--- src/rtl/mem_arbiter.sv ---
// rtl/mem_arbiter.sv - I/D cache arbiter for shared main memory: 8-word pipelined block fills and single-word writes
module mem_arbiter #(
    parameter int MEM_LAT = 4,
    parameter int ADDR_W  = 16
) (
    input  logic              clk,
    input  logic              rst_n,
    input  logic              i_req,
    input  logic [ADDR_W-1:0] i_addr,
    input  logic              d_req,
    input  logic              d_wr,
    input  logic [ADDR_W-1:0] d_addr,
    input  logic [15:0]       d_wdata,
    output logic              i_grant,
    output logic              d_grant,
    output logic              i_fill_valid,
    output logic              d_fill_valid,
    output logic [2:0]        fill_idx,
    output logic [15:0]       fill_data,
    output logic              i_done,
    output logic              d_done,
    output logic              busy,
    output logic              mem_en,
    output logic              mem_wr,
    output logic [ADDR_W-1:0] mem_addr,
    output logic [15:0]       mem_wdata,
    input  logic [15:0]       mem_rdata,
    input  logic              mem_valid
);
    typedef enum logic [1:0] {IDLE, FILL_I, FILL_D, WRITE} state_e;

    localparam logic SIDE_I = 1'b0;
    localparam logic SIDE_D = 1'b1;

    state_e            state_q, state_d;
    logic              last_q, last_d;
    logic [ADDR_W-5:0] base_q, base_d;
    logic [ADDR_W-1:0] waddr_q, waddr_d;
    logic [15:0]       wdata_q, wdata_d;
    logic [3:0]        issue_q, issue_d;
    logic [2:0]        rx_q, rx_d;
    logic              grant_to_data;
    logic              unused_i_lo;

    assign unused_i_lo = ^i_addr[3:0];

    always_ff @(posedge clk or negedge rst_n) begin
        if (!rst_n) begin
            state_q <= IDLE;
            last_q  <= SIDE_I;
            base_q  <= '0;
            waddr_q <= '0;
            wdata_q <= '0;
            issue_q <= '0;
            rx_q    <= '0;
        end else begin
            state_q <= state_d;
            last_q  <= last_d;
            base_q  <= base_d;
            waddr_q <= waddr_d;
            wdata_q <= wdata_d;
            issue_q <= issue_d;
            rx_q    <= rx_d;
        end
    end

    assign i_grant = (state_q == FILL_I);
    assign d_grant = (state_q == FILL_D) || (state_q == WRITE);
    assign busy    = (state_q != IDLE);

    // On a contest the side that was not served last wins; last starts as I so D wins first.
    assign grant_to_data = d_req && (!i_req || (last_q == SIDE_I));

    always_comb begin
        state_d      = state_q;
        last_d       = last_q;
        base_d       = base_q;
        waddr_d      = waddr_q;
        wdata_d      = wdata_q;
        issue_d      = issue_q;
        rx_d         = rx_q;
        i_fill_valid = 1'b0;
        d_fill_valid = 1'b0;
        fill_idx     = '0;
        fill_data    = '0;
        i_done       = 1'b0;
        d_done       = 1'b0;
        mem_en       = 1'b0;
        mem_wr       = 1'b0;
        mem_addr     = '0;
        mem_wdata    = '0;

        case (state_q)
            IDLE: begin
                if (i_req || d_req) begin
                    issue_d = '0;
                    rx_d    = '0;
                    if (grant_to_data) begin
                        state_d = d_wr ? WRITE : FILL_D;
                        base_d  = d_addr[ADDR_W-1:4];
                        waddr_d = d_addr;
                        wdata_d = d_wdata;
                    end else begin
                        state_d = FILL_I;
                        base_d  = i_addr[ADDR_W-1:4];
                    end
                end
            end
            FILL_I, FILL_D: begin
                // Reads go out back-to-back; responses are counted independently as they return.
                if (!issue_q[3]) begin
                    mem_en   = 1'b1;
                    mem_addr = {base_q, issue_q[2:0], 1'b0};
                    issue_d  = issue_q + 4'd1;
                end
                if (mem_valid) begin
                    i_fill_valid = (state_q == FILL_I);
                    d_fill_valid = (state_q == FILL_D);
                    fill_idx     = rx_q;
                    fill_data    = mem_rdata;
                    rx_d         = rx_q + 3'd1;
                    if (rx_q == 3'd7) begin
                        i_done  = (state_q == FILL_I);
                        d_done  = (state_q == FILL_D);
                        last_d  = (state_q == FILL_D) ? SIDE_D : SIDE_I;
                        state_d = IDLE;
                    end
                end
            end
            WRITE: begin
                mem_en    = 1'b1;
                mem_wr    = 1'b1;
                mem_addr  = waddr_q;
                mem_wdata = wdata_q;
                d_done    = 1'b1;
                last_d    = SIDE_D;
                state_d   = IDLE;
            end
            default: state_d = IDLE;
        endcase
    end

    // Memory contract: every read is answered exactly MEM_LAT cycles after it is issued.
    a_mem_latency: assert property (@(posedge clk) disable iff (!rst_n)
        $past(mem_en && !mem_wr, MEM_LAT) |-> mem_valid);

endmodule
--- config.mk ---
export PLATFORM = sky130hd
export DESIGN_NAME = mem_arbiter
export DESIGN_NICKNAME = d
export VERILOG_FILES = /design/src/rtl/mem_arbiter.sv
export SDC_FILE = /design/constraint.sdc
export NUM_CORES = 1
export LEC_CHECK = 0
export ABC_AREA = 1
export BUFFER_PORTS_ARGS = -buffer_cell sky130_fd_sc_hd__buf_2
export CAP_MARGIN = 10
export CORE_MARGIN = 2
export CORE_UTILIZATION = 43
export CTS_CLUSTER_SIZE = 8
export DETAILED_ROUTE_END_ITERATION = 8
export GPL_TIMING_DRIVEN = 0
export PLACE_DENSITY = 0.8
export SKIP_CTS_REPAIR_TIMING = 1
export SLEW_MARGIN = 20
export SYNTH_ARGS = -nofsm -noshare
export SYNTH_HDL_FRONTEND = slang
export SYNTH_SLANG_ARGS = --single-unit
--- constraint.sdc ---
create_clock -name clk -period 1.45 [get_ports clk]
set_input_delay 0.145 -clock clk [delete_from_list [all_inputs] [get_ports clk]]
set_output_delay 0.145 -clock clk [all_outputs]
set_load 0.01 [all_outputs]
==> run_results.csv, run 1 <==
group,metric,value,unit
clock_network,clk-insertion-delay-late,310,ps
die,rows,30,
clock_network,root_buffer,"clkbuf_8",
drt,routed_wl,9070,µm
drt,wire_per_inst,13.2,µm
global_routing,track_usage,21.8,%
timing,finalCritPeriodShare,135,%
placed_design,gp_congestion,0.832,
critical_path,worstPathCellList,"inv_2 -> ha_4 -> buf_12 -> clkbuf_16 -> nand3_1 -> a21oi_2 -> buf_2",
power_and_ir_drop,p_leak,2.66,nW
global_routing,gr-total-overflow,0,
die,die_area,7770,µm²
drt,vias,3361,
critical_path,worst_path_max_delay_cell,"dfrtp_1",
power_and_ir_drop,p_total,0.00875,W
critical_path,crit_path_end_kind,"output port",
layout,final_common_cell,"nand2_1",
global_routing,grt_max_degree,55,
drt,dr.pass1.iters,4,
logic_synthesis,synth_seq_cells,54,
global_routing,use_met1,27.2,%
critical_path,reg2reg_slack,-120,ps
clock_network,h-tree-depth,2,
timing,setup_viol,63,
global_routing,antenna_found_initial,0,
outcome,status,"finished, violations left",
timing,fmax,512,MHz
critical_path,path_buf_inv,4,
critical_path,rr_endpoint,"issue_q[2]",
die,initial_core_util,44.6,%
critical_path,cp-start-kind,"register",
die,io_pins,130,
clock_network,clkTransAtPathRegs,100,ps
layout,fin_nets,667,
drt,viasPerCell,4.89,
layout,layout_common_cells,"nand2_1 (160), buf_2 (126), inv_1 (57)",
critical_path,startpoint,"state_q[0]",
power_and_ir_drop,power_density,1980,nW/µm²
placed_design,hpwl,6220,µm
logic_synthesis,avgSynthCellArea,6.88,µm²
clock_network,clockBufferDepth,2,
global_routing,gr-max-usage-layer,"met2",
clock_network,tritoncts,"done",
clock_network,cts.sinks,54,
critical_path,crit_arrival,1810,ps
timing,tightest_slew,693,ps
logic_synthesis,ys.warnings.count,0,
drt,dr.first_iter.drc_count,186,
logic_synthesis,synthCells,443,
global_routing,grt_first_pass_wirelength,13200,µm
drt,antenna_left,0,
critical_path,crit_family,"buffers and inverters",
critical_path,cp.depth,7,
critical_path,critPathMaxFanout,6,
global_routing,grt_pass1_vias,2987,
layout,diodes,0,
layout,syn2layout_area_growth,45.4,%
critical_path,crit_path_end,"mem_addr[15]",
drt,drc,0,
timing,fin_skew,3.48,ps
outcome,failed_checks,"negative setup slack",
timing,slew_headroom,53.8,%
die,coreArea,6830,µm²
critical_path,reg2reg_depth,9,
flow_run,cap_violations,0,
timing,min_period,1950,ps
power_and_ir_drop,ir_drop,851,µV
logic_synthesis,synth_cell_types,19,
timing,finalHoldViolCount,0,
timing,holdWs,58.6,ps
die,die_h,88.2,µm
placed_design,io_buffers,125,
timing,slew_viol_final,0,
critical_path,slowest_delay,440,ps
global_routing,gr-usage-met3,3.58,%
timing,worst_slack,-504,ps
global_routing,use_met2,38.1,%
logic_synthesis,syn_area,3050,µm²
timing,rsz0062_at_grt,"true",
layout,drive_gt1_share,38.2,%
critical_path,r2r_start,"state_q[0]",
logic_synthesis,yosysSeqAreaShare,44.4,%
die,die_w,88.2,µm
min_path,min_path_type,"primary input to register",
critical_path,worstPathRequired,1310,ps
logic_synthesis,syn_nets,520,
clock_network,cts_made_buffers,5,
critical_path,crit_type,"register to output port",
## power by group
group / leakage [nW] / total [W] / switching (W) / internal (W)
registers: 0.677 / 0.00264 / 0.000443 / 0.00219
logic: 1.93 / 0.00521 / 0.00285 / 0.00236
clock network: 0.0489 / 0.000906 / 0.000510 / 0.000396
total: 2.66 / 0.00875 / 0.00380 / 0.00495
## metal layers
metal,routed length (µm),vias to the layer above
met3,609,15
met5,0,-
met1,3720,1565
met2,4590,131
li1,-,1650
met4,157,0
## per-stage QoR
stage / cells / setup WS (ps) / cell area [µm²] / TNS (ps) / utilization (%)
floorplan: 443 / -50.8 / 3110 / -1070 / -
global placement: 664 / -308 / 3850 / -11290 / 56.4
detailed placement: 664 / -326 / 3860 / -13690 / 56.4
CTS: 672 / -692 / 3950 / -34810 / 57.8
global route: 687 / -555 / 4430 / -26560 / 64.8
finish: 687 / -504 / 4430 / -21830 / 64.8
## worst min-delay path, delay by kind of cell
family        cells  cell delay [ps]
buf+inv           1               70
simple gates      2              120
## area by class of cell
| class | instances | area [µm²] |
|---|---|---|
| Fill cell | 580 | 2400 |
| Multi-Input combinational cell | 301 | 1550 |
| Tap cell | 96 | 120 |
| Inverter | 64 | 251 |
| Clock inverter | 1 | 8.76 |
| Buffer | 24 | 233 |
| Timing Repair Buffer | 140 | 825 |
| Sequential cell | 54 | 1350 |
| Clock buffer | 7 | 86.3 |
## kinds of logic after synthesis
kind of cell / count (synthesis) / share of synthesized area, %
compound gates: 45 / 7.68
fa+ha+maj: 7 / 2.87
buf+inv: 88 / 12.2
flops: 54 / 44.4
simple gates: 249 / 32.9
## cell usage after synthesis
library cell	n	area, µm²
nand2_1	173	649
inv_1	60	225
dfrtp_1	54	1350
nand3_1	45	225
nor2_1	28	105
a21oi_1	16	80.1
o21ai_0	13	65.1
o21ai_1	13	65.1
buf_2	11	55.1
buf_4	7	52.6
ha_1	7	87.6
clkbuf_1	6	22.5
inv_2	3	11.3
o211ai_1	2	15.0
clkinv_1	1	3.75
nand2_2	1	6.26
nand2_4	1	11.3
o21ai_2	1	8.76
or2_2	1	6.26
## worst min-delay path by stage
stage	endpoint	slack [ps]	depth (start not counted)	start
final	wdata_q[11]	60	3	d_wdata[11]
after global routing	wdata_q[11]	50	3	d_wdata[11]
after CTS	wdata_q[11]	-110	1	rst_n
after detailed placement	wdata_q[11]	230	1	rst_n
after global placement	waddr_q[2]	380	3	d_addr[2]
after floorplan	base_q[0]	-150	0	rst_n
## state kept, by name (all words and copies together), names as in the netlist
name	count
waddr_q	16
wdata_q	16
base_q	12
issue_q	4
rx_q	3
state_q	2
last_q	1
No activity file was read; power rests on OpenSTA's default activity.
==> run 2: changes to the inputs <==
--- a/config.mk
+++ b/config.mk
@@ -14,6 +14,7 @@
 export DETAILED_ROUTE_END_ITERATION = 8
 export GPL_TIMING_DRIVEN = 0
 export PLACE_DENSITY = 0.8
+export RECOVER_POWER = 100
 export SKIP_CTS_REPAIR_TIMING = 1
 export SLEW_MARGIN = 20
 export SYNTH_ARGS = -nofsm -noshare
==> run 2 against run 1 <==
Net effect: largest cell class unchanged; critical endpoint unchanged; the flow still finishes with violations (negative setup slack); count of clock-buffer cells in the layout unchanged; highest routed layer unchanged; largest power group unchanged; wire length about the same; register-to-register slack about the same; final area unchanged; cell count did not move; non-clock buffer count did not move; setup slack got worse by 5.2 ps; fmax down 0.27%.
==> run_results.csv, run 2 (synthesis results as in run 1) <==
group,metric,value,unit
outcome,status,"finished, violations left",
outcome,failed_checks,"negative setup slack",
layout,layout_common_cells,"nand2_1 (160), buf_2 (126), inv_1 (57)",
power_and_ir_drop,power_density,1980,nW/µm²
clock_network,h-tree-depth,2,
power_and_ir_drop,comb_power_share,59.5,%
global_routing,grt_max_degree,55,
placed_design,gp_congestion,0.832,
die,initial_core_util,44.6,%
flow_run,cap_violations,0,
die,rows,30,
timing,min_period,1960,ps
drt,dr.first_iter.drc_count,177,
critical_path,crit_arrival,1810,ps
placed_design,hpwl,6220,µm
die,die_w,88.2,µm
timing,setup_viol,63,
timing,finalHoldViolCount,0,
die,die_area,7770,µm²
placed_design,dpl_cell_area,3860,µm²
global_routing,grt_first_pass_wirelength,13200,µm
critical_path,startpoint,"state_q[0]",
timing,slew_viol_final,0,
timing,fmax,511,MHz
critical_path,critPathMaxFanout,6,
global_routing,antenna_found_initial,0,
global_routing,gr-total-overflow,0,
layout,syn2layout_area_growth,45.4,%
power_and_ir_drop,p_leak,2.66,nW
layout,final_common_cell,"nand2_1",
critical_path,reg2reg_depth,9,
drt,dr.pass1.iters,4,
clock_network,tritoncts,"done",
power_and_ir_drop,p_sw,0.00381,W
drt,routed_wl,9080,µm
drt,viasPerCell,4.91,
die,die_h,88.2,µm
critical_path,cp-start-kind,"register",
timing,holdWs,58.0,ps
timing,worst_slack,-509,ps
timing,slew_headroom,50.0,%
layout,drive_gt1_share,38.2,%
die,io_pins,130,
critical_path,rr_endpoint,"issue_q[2]",
clock_network,cts_made_buffers,5,
critical_path,worstPathRequired,1310,ps
layout,fin_nets,667,
drt,vias,3370,
global_routing,track_usage,21.8,%
critical_path,crit_path_end,"mem_addr[15]",
power_and_ir_drop,swShare,43.5,%
clock_network,cts.sinks,54,
power_and_ir_drop,power_frac_clock,10.4,%
global_routing,grt_pass1_vias,2987,
die,coreArea,6830,µm²
drt,wire_per_inst,13.2,µm
timing,tightest_slew,750,ps
drt,drc,0,
critical_path,worstPathCellList,"inv_2 -> ha_4 -> buf_12 -> clkbuf_16 -> nand3_1 -> a21oi_2 -> buf_2",
clock_network,clkTransAtPathRegs,100,ps
critical_path,reg2reg_slack,-110,ps
critical_path,slowest_delay,440,ps
timing,rsz0062_at_grt,"true",
layout,diodes,0,
clock_network,clockBufferDepth,2,
critical_path,r2r_start,"state_q[0]",
layout,fillers,580,
layout,design_area,4430,µm²
critical_path,crit_path_end_kind,"output port",
power_and_ir_drop,ir_drop,850,µV
power_and_ir_drop,internal_power,0.00495,W
drt,antenna_left,0,
critical_path,worst_path_max_delay_cell,"dfrtp_1",
clock_network,clk-insertion-delay-late,310,ps
timing,finalCritPeriodShare,135,%
critical_path,crit_type,"register to output port",
power_and_ir_drop,seqPwrFrac,30.1,%
min_path,min_path_type,"primary input to register",
timing,fin_skew,5.48,ps
clock_network,root_buffer,"clkbuf_8",
placed_design,io_buffers,125,
layout,largest_registers,"waddr_q: 16 flops, wdata_q: 16 flops, base_q: 12 flops",
==> run 2: power groups by stage <==
stage | Combinational [W] | Sequential (W) | Clock, W
after floorplan | 0.00257 | 0.00252 | 0
after global placement | 0.00352 | 0.00258 | 0
after detailed placement | 0.00364 | 0.00262 | 0
after CTS | 0.00365 | 0.00260 | 0.000923
after global routing | 0.00571 | 0.00272 | 0.000980
final | 0.00521 | 0.00263 | 0.000911
==> run 2: per-layer routing <==
metal	up-vias	share of wire, %	track usage [%]
li1	1647	-	-
met1	1572	41	27.2
met2	136	51	38.1
met3	15	6.8	3.58
met4	0	1.7	7.58
met5	-	0	0
==> run 2: critical path, delay by kind of cell, from the launching register on <==
kind | cells | cell delay, ps
buf+inv | 4 | 500
simple gates | 1 | 100
flops | 1 | 440
compound gates | 1 | 170
fa+ha+maj | 1 | 290
==> run 2: worst min-delay path by stage <==
stage / startpoint / to / cells after the start
6_report: d_wdata[11] / wdata_q[11] / 3
2_1_floorplan: rst_n / base_q[0] / 0
4_1_cts: rst_n / wdata_q[11] / 1
3_3_place_gp: d_addr[2] / waddr_q[2] / 3
3_5_place_dp: rst_n / wdata_q[11] / 1
5_1_grt: d_wdata[11] / wdata_q[11] / 3
==> run 2: cell type report <==
cell class                 count  area (µm²)  share of cell area (%)
multi-input combinational    301        1550                    35.1
sequential                    54        1350                    30.5
timing repair buffer         140         825                    18.6
inverter                      64         251                    5.68
buffer                        24         233                    5.25
tap                           96         120                    2.71
clock buffer                   7        86.3                    1.95
clock inverter                 1        8.76                   0.198
==> run 2: through the flow <==
| stage | cells | util, % | setup TNS, ps | total power (W) | setup slack [ps] |
|---|---|---|---|---|---|
| CTS | 672 | 57.8 | -34810 | 0.00717 | -692 |
| floorplan | 443 | - | -1070 | 0.00508 | -50.8 |
| finish | 687 | 64.8 | -21930 | 0.00875 | -509 |
| global placement | 664 | 56.4 | -11290 | 0.00610 | -308 |
| global route | 687 | 64.8 | -26560 | 0.00941 | -555 |
| detailed placement | 664 | 56.4 | -13690 | 0.00626 | -326 |
